[src/rtl/id_ex_stage.sv]
// ID/EX pipeline register with load-use hazard detection and bubble/flush control.
// Optional hazard statistics counters are enabled by defining HAZARD_STATS_EN.
module id_ex_stage #(
  parameter int XLEN = 32
) (
  input  logic            clk,
  input  logic            rst_n,
  input  logic [4:0]      IF_ID_rs1,
  input  logic [4:0]      IF_ID_rs2,
  input  logic [4:0]      IF_ID_rd,
  input  logic            IF_ID_uses_rs1,
  input  logic            IF_ID_uses_rs2,
  input  logic [XLEN-1:0] IF_ID_pc,
  input  logic [XLEN-1:0] rd1,
  input  logic [XLEN-1:0] rd2,
  input  logic [XLEN-1:0] imm,
  input  logic [2:0]      IF_ID_func3,
  input  logic            ctrl_RegWrite,
  input  logic            ctrl_MemRead,
  input  logic            ctrl_MemWrite,
  input  logic            ctrl_MemtoReg,
  input  logic            ctrl_Branch,
  input  logic            ctrl_ALUSrc,
  input  logic [1:0]      ctrl_ALUOp,
  input  logic            IF_ID_valid,
  input  logic            flush,
  input  logic            ext_stall,
  output logic [4:0]      ID_EX_rs1,
  output logic [4:0]      ID_EX_rs2,
  output logic [4:0]      ID_EX_rd,
  output logic [XLEN-1:0] ID_EX_pc,
  output logic [XLEN-1:0] ID_EX_rd1,
  output logic [XLEN-1:0] ID_EX_rd2,
  output logic [XLEN-1:0] ID_EX_imm,
  output logic [2:0]      ID_EX_func3,
  output logic            ID_EX_RegWrite,
  output logic            ID_EX_MemRead,
  output logic            ID_EX_MemWrite,
  output logic            ID_EX_MemtoReg,
  output logic            ID_EX_Branch,
  output logic            ID_EX_ALUSrc,
  output logic [1:0]      ID_EX_ALUOp,
  output logic            ID_EX_valid,
  output logic            PCWrite,
  output logic            IF_ID_Write,
  output logic            load_use_stall
`ifdef HAZARD_STATS_EN
  ,
  output logic [31:0]     stall_count,
  output logic [31:0]     bubble_count
`endif
);

  // Control bits packed as {RegWrite, MemRead, MemWrite, MemtoReg, Branch, ALUSrc, ALUOp[1:0]}
  logic [4:0]      rs1_q, rs1_d, rs2_q, rs2_d, rd_q, rd_d;
  logic [XLEN-1:0] pc_q, pc_d, rd1_q, rd1_d, rd2_q, rd2_d, imm_q, imm_d;
  logic [2:0]      func3_q, func3_d;
  logic [7:0]      ctrl_q, ctrl_d;
  logic            valid_q, valid_d;
  logic            hz_s, bubble_s, kill_ctrl_s;

  always_comb begin
    hz_s = valid_q & ctrl_q[6] & (rd_q != 5'd0) &
           ((IF_ID_uses_rs1 & (rd_q == IF_ID_rs1)) | (IF_ID_uses_rs2 & (rd_q == IF_ID_rs2)));
    load_use_stall = hz_s & ~flush & ~ext_stall;
    PCWrite        = ~(load_use_stall | ext_stall);
    IF_ID_Write    = ~(load_use_stall | ext_stall);
    bubble_s       = flush | load_use_stall;
    kill_ctrl_s    = bubble_s | ~IF_ID_valid;
  end

  // Next-state: datapath always follows ID; rd and control are squashed for bubbles.
  always_comb begin
    rs1_d   = IF_ID_rs1;
    rs2_d   = IF_ID_rs2;
    pc_d    = IF_ID_pc;
    rd1_d   = rd1;
    rd2_d   = rd2;
    imm_d   = imm;
    func3_d = IF_ID_func3;
    rd_d    = bubble_s ? 5'd0 : IF_ID_rd;
    ctrl_d  = kill_ctrl_s ? 8'd0 :
              {ctrl_RegWrite, ctrl_MemRead, ctrl_MemWrite, ctrl_MemtoReg,
               ctrl_Branch, ctrl_ALUSrc, ctrl_ALUOp};
    valid_d = bubble_s ? 1'b0 : IF_ID_valid;
  end

  always_ff @(posedge clk) begin
    if (!rst_n) begin
      rs1_q   <= 5'd0;
      rs2_q   <= 5'd0;
      rd_q    <= 5'd0;
      pc_q    <= '0;
      rd1_q   <= '0;
      rd2_q   <= '0;
      imm_q   <= '0;
      func3_q <= 3'd0;
      ctrl_q  <= 8'd0;
      valid_q <= 1'b0;
    end else if (!ext_stall) begin
      rs1_q   <= rs1_d;
      rs2_q   <= rs2_d;
      rd_q    <= rd_d;
      pc_q    <= pc_d;
      rd1_q   <= rd1_d;
      rd2_q   <= rd2_d;
      imm_q   <= imm_d;
      func3_q <= func3_d;
      ctrl_q  <= ctrl_d;
      valid_q <= valid_d;
    end else begin
      valid_q <= valid_q;
    end
  end

  assign ID_EX_rs1      = rs1_q;
  assign ID_EX_rs2      = rs2_q;
  assign ID_EX_rd       = rd_q;
  assign ID_EX_pc       = pc_q;
  assign ID_EX_rd1      = rd1_q;
  assign ID_EX_rd2      = rd2_q;
  assign ID_EX_imm      = imm_q;
  assign ID_EX_func3    = func3_q;
  assign ID_EX_RegWrite = ctrl_q[7];
  assign ID_EX_MemRead  = ctrl_q[6];
  assign ID_EX_MemWrite = ctrl_q[5];
  assign ID_EX_MemtoReg = ctrl_q[4];
  assign ID_EX_Branch   = ctrl_q[3];
  assign ID_EX_ALUSrc   = ctrl_q[2];
  assign ID_EX_ALUOp    = ctrl_q[1:0];
  assign ID_EX_valid    = valid_q;

`ifdef HAZARD_STATS_EN
  logic [31:0] stall_cnt_q, bubble_cnt_q;

  // Saturating statistics, frozen together with the stage during ext_stall.
  always_ff @(posedge clk) begin
    if (!rst_n) begin
      stall_cnt_q  <= 32'd0;
      bubble_cnt_q <= 32'd0;
    end else if (!ext_stall) begin
      if (load_use_stall && (stall_cnt_q != 32'hFFFF_FFFF)) begin
        stall_cnt_q <= stall_cnt_q + 32'd1;
      end else begin
        stall_cnt_q <= stall_cnt_q;
      end
      if (bubble_s && (bubble_cnt_q != 32'hFFFF_FFFF)) begin
        bubble_cnt_q <= bubble_cnt_q + 32'd1;
      end else begin
        bubble_cnt_q <= bubble_cnt_q;
      end
    end else begin
      stall_cnt_q  <= stall_cnt_q;
      bubble_cnt_q <= bubble_cnt_q;
    end
  end

  assign stall_count  = stall_cnt_q;
  assign bubble_count = bubble_cnt_q;
`endif

endmodule

[config.mk]
export PLATFORM = sky130hd
export DESIGN_NAME = id_ex_stage
export DESIGN_NICKNAME = d
export VERILOG_FILES = /design/src/rtl/id_ex_stage.sv
export SDC_FILE = /design/constraint.sdc
export NUM_CORES = 1
export LEC_CHECK = 0
export ABC_CLOCK_PERIOD_IN_PS = 1900
export BUFFER_PORTS_ARGS = -buffer_cell sky130_fd_sc_hd__buf_2
export CORE_MARGIN = 5
export CORE_UTILIZATION = 40
export DETAILED_ROUTE_END_ITERATION = 12
export PLACE_DENSITY = 0.75
export SLEW_MARGIN = 20
export SYNTH_ARGS = -nofsm -noshare
export SYNTH_HDL_FRONTEND = slang
export SYNTH_SLANG_ARGS = --single-unit
[constraint.sdc]
create_clock -name clk -period 1.9 [get_ports clk]
set_clock_uncertainty 0.1 [all_clocks]
set_input_delay 0.38 -clock clk [delete_from_list [all_inputs] [get_ports clk]]
set_output_delay 0.38 -clock clk [all_outputs]
set_load 0.01 [all_outputs]
# Word level (Yosys, flattened, before mapping)
# Index checks and enable logic that the tools add are counted.
[op_classes]
eq_ne = 2
muxes = 3
bitwise = 15
n_reduce_logical = 1
[op_table]
columns = ["cell", "count"]
rows = [
  ["== test 5 bit", 2],
  ["two-way mux 8 bit", 1],
  ["bitwise AND 1 bit", 7],
  ["two-way mux 5 bit", 1],
  ["nonzero test 5 bit", 1],
  ["NOT 1 bit", 4],
  ["OR 1 bit", 4],
  ["two-way mux 1 bit", 1],
]
[totals]
regBits = 155
in_bits = 161
out_inout_bits = 158

# Longest topological paths before layout
[depth]
ltp_word = 9
mapped_depth = 6
depth_no_buf = 4

# Worst setup path before layout
# OpenSTA, ideal clock, no wires.
[synth_path]
path_kind = "reg-to-output"
from = "register rd_q[0], in the netlist ID_EX_rd[0]"
to = "output PCWrite"
t_arrival_ns = 1.715
required_time_ns = 1.420
setup_slack_ns = -0.295
stages_incl_launch_ff = 7
path_cell_list = "dfxtp_1 -> or4_4 -> o2111ai_4 -> buf_8 -> inv_2 -> a21oi_2 -> buf_4"
[synth_via]
elab_chain_cells = 8
word_cells_on_any_way = 12
classes_between = "eq/ne: 2; bitwise: 9; reduce/logical: 1"
[synth_lines]
columns = ["element", "line", "source"]
rows = [
  ["start, declared", "55", "logic [4:0] rs1_q, rs1_d, rs2_q, rs2_d, rd_q, rd_d;"],
  ["start signal, assigned", "103", "rd_q <= rd_d;"],
  ["== test 5 bit", "64", "((IF_ID_uses_rs1 & (rd_q == IF_ID_rs1)) | (IF_ID_uses_rs2 & (rd_q == IF_ID_rs2)));"],
  ["bitwise AND 1 bit", "64", ""],
  ["OR 1 bit", "64", ""],
  ["bitwise AND 1 bit (*)", "63", "hz_s = valid_q & ctrl_q[6] & (rd_q != 5'd0) &"],
  ["bitwise AND 1 bit (*) (2 in a row)", "65", "load_use_stall = hz_s & ~flush & ~ext_stall;"],
  ["OR 1 bit (*)", "--", ""],
  ["NOT 1 bit (*)", "--", ""],
  ["end, declared", "44", "output logic PCWrite,"],
]
# Every way passes the cells marked *; elsewhere a longest branch is shown, timed or not.

# Worst setup path in the final report
[layout_path]
from = "register rd_q[0], in the netlist ID_EX_rd[0]"
to = "output IF_ID_Write"
[layout_via]
elab_chain_cells = 8
word_cells_on_any_way = 12
classes_between = "eq/ne: 2; bitwise: 9; reduce/logical: 1"
[layout_lines]
columns = ["element", "line", "source"]
rows = [
  ["== test 5 bit", "64", ""],
  ["bitwise AND 1 bit", "64", ""],
  ["OR 1 bit", "64", ""],
  ["bitwise AND 1 bit (*)", "63", ""],
  ["bitwise AND 1 bit (*) (2 in a row)", "65", ""],
  ["OR 1 bit (*)", "67", "IF_ID_Write = ~(load_use_stall | ext_stall);"],
  ["NOT 1 bit (*)", "67", ""],
  ["end, declared", "45", "output logic IF_ID_Write,"],
]
# Marks and branches as above.

==> impl_results.md <==
- Rel. slew slack: 64.8%
- Finished Cell Area: 8490 um^2
- Fraction of registers with async set/reset: 0%
- Seq/Total Area, Yosys: 51.1%
- EDFF count, synth: 0
- Max Slew Vio Count: 0
- Max-Cap Viols: 0
- Layout area overhead: 40.0%
- WL met3: 1.70 mm
- Final worst path period share: 123%
- Hold_buf cts: 0
- Final nets: 1026
- Most frequent cell after synthesis: dfxtp_1
- Sw Ratio: 25.5%
- Post-Place Cells: 1033
- Number of global-route vias before repair: 4892
- Pre-antenna DRT Iters: 4
- Combinational Power Share: 13.2%
- Seq pwr share: 45.2%
- Average cell area after synthesis: 11.1 um^2
- Fin cells: 1066
- Endpoints failing hold: 0
- Synth area leader: dfxtp_1
- GPL Wtd Cong: 0.777
- Synth Net Count: 710
- Place WS: -0.00931 ns
- All-layer global routing usage: 17.7%
- Yosys reg bits: 155
- Metal1 wirelength: 6.73 mm
- Wirelength per Cell: 15.4 um
- Cell leakage power: 4.32 nW
- Fin Setup TNS: -1.22 ns
- Worst-Margin Slew: 0.527 ns
- Rows: 45
- Crit path kind: flop to output port
- Startpoint class of the critical path: flop
- Die ar.: 17700 um^2
- CTS Buffer Depth: 2
- Crit. End Element: output port
- Number of diodes: 0
- Main synth FF type: dfxtp_1
- DP Area: 7890 um^2
- Synth Warn #: 0
- Buf/Inv on CP: 2
- P_sw: 2.00 mW
- DRC errors left: 0
- Internal Pwr Total: 5.85 mW
- Area contributors post-synth: dfxtp_1, mux2i_1, nor2b_1, xnor2_1, buf_2
- Core ar.: 15000 um^2
- Die width: 133 um
- Worst hold path type: input port to flop
- CP top delay family: simple AND/OR/NAND/NOR gates
- Crit-path max FO: 3
- CTS Buf Count: 17
- DRT iter0 DRCs: 165
- Routed Antenna Nets: 0
- Worst-path cell chain: or4_4 -> o2111ai_4 -> inv_2 -> a21oi_4 -> buf_2
- Final min period: 2.34 ns
- WP data arrival: 1.86 ns
- Worst EP required: 1.42 ns
- Final worst slack: -0.442 ns
- Clk slew on worst S/H paths: 0.07 ns
- Via count: 4947
- Starting Density: 40.4%
- Post-Syn Instances: 549
- Cell Area, Synth: 6070 um^2
- Detailed Route WL: 16.4 mm
- Total power draw: 7.85 mW
- Post-synth cell types: 24
- Via-to-Cell Ratio: 4.64
- Max stage delay on crit path: 0.54 ns
- Layout cells sized above 1: 42.9%
- Root Buffer: clkbuf_16
- Peak supply drop: 0.000529 V
- Post-synth top cells: dfxtp_1, mux2i_1, nor2b_1
- Clock Power Share: 41.6%
- Htree depth: 4
- PortBufs: 318
- Worst-skew pair later-pin latency: 0.41 ns
- Global-route wire length before repair: 25.2 mm
- # clock sinks: 155
- Setup Viol. Count Final: 3
- CP max-delay cell: or4_4
- Die height: 133 um
- Antenna violations before repair: 2
- CTS tree: done
- Global route overflow: 0
- Top routing layer used: met5
- Fmax achieved: 0.427 GHz
- WL met2: 7.64 mm
- Top cell type's share of synthesized area: 51.1%
- PwrDens: 924 nW/um^2
- Largest net degree at the start of global routing: 142
- Status: finished with violations
- Unrepaired setup endpoints after global routing: yes
- Ports: 319
- Failing checks: negative setup slack
- HPWL after detailed placement: 12.0 mm
## metrics by stage
stage | hold slack, ns | utilization (%)
floorplan | 0.412 | -
detailed placement | 0.377 | 52.5
global placement | 0.366 | 52.5
finish | 0.108 | 56.5
CTS | 0.0891 | 56.4
global route | 0.0991 | 56.5
## timing repair
| action | 4_1_cts | 5_1_grt |
|---|---|---|
| setup endpoints to repair | 3 | 3 |
| pin swaps | 2 | 0 |
| resized for setup | 1 | 2 |
| setup buffers | 0 | 1 |
## cell families after synthesis
kind of cell,synth area share (%)
flops,51.1
simple gates,17.3
xor+xnor,1.44
buf+inv,3.11
mux,23.3
compound gates,3.69
## area by class of cell
cell class | instances | area (um^2)
timing repair buffer | 336 | 1770
clock buffer | 19 | 443
sequential | 155 | 3110
fill | 1357 | 6540
inverter | 2 | 7.51
clock inverter | 13 | 131
multi-input combinational | 353 | 2800
tap | 188 | 235
## layout by cell type, fill, tap and decap left out, drive strengths merged
cell type,instances
a21oi,1
a22oi,8
a32oi,6
and2,1
and3,8
buf,336
bufinv,1
clkbuf,19
clkinv,3
clkinvlp,3
dfxtp,155
inv,8
mux2i,141
nand2,8
nand3,8
nand4,2
nor2b,141
nor3b,2
o2111ai,1
o21ai,14
o22ai,1
or4,1
xnor2,10
## per-layer routing
layer / global-route usage [%] / vias to the layer above
met5: 0 / -
met4: 6.29 / 4
met3: 8.01 / 27
met2: 28.4 / 218
met1: 20.9 / 2208
li1: - / 2490
## power by group through the flow
stage | Clock [mW] | Combinational (mW) | Sequential (mW)
after floorplan | 0 | 0.459 | 3.71
after global placement | 0 | 1.03 | 3.61
after detailed placement | 0 | 1.04 | 3.62
after CTS | 3.36 | 1.05 | 3.55
after global routing | 3.52 | 1.13 | 3.57
final | 3.26 | 1.03 | 3.55
## worst min-delay path, stage by stage
cell     delay [ns]
buf_2          0.07
mux2i_1        0.05
nor2b_1        0.09
## state kept, by name, summed over array words and instances, names as in the netlist
register / flops
ID_EX_rs2: 5
ID_EX_pc: 32
ID_EX_rd1: 32
ID_EX_rd: 5
ctrl_q: 8
ID_EX_rd2: 32
ID_EX_func3: 3
ID_EX_rs1: 5
ID_EX_valid: 1
ID_EX_imm: 32
## worst paths after layout
path | from | end | slack [ns] | depth (start not counted)
worst min register to register | ctrl_q[0] | ctrl_q[0] | 0.39 | 2
worst max register to register | ID_EX_rd[0] | ID_EX_rd[2] | 0.05 | 6
worst min-delay path | rd1[20] | ID_EX_rd1[20] | 0.11 | 3
worst max-delay path | ID_EX_rd[0] | IF_ID_Write | -0.44 | 5
No activity file was read; power rests on OpenSTA's default activity.
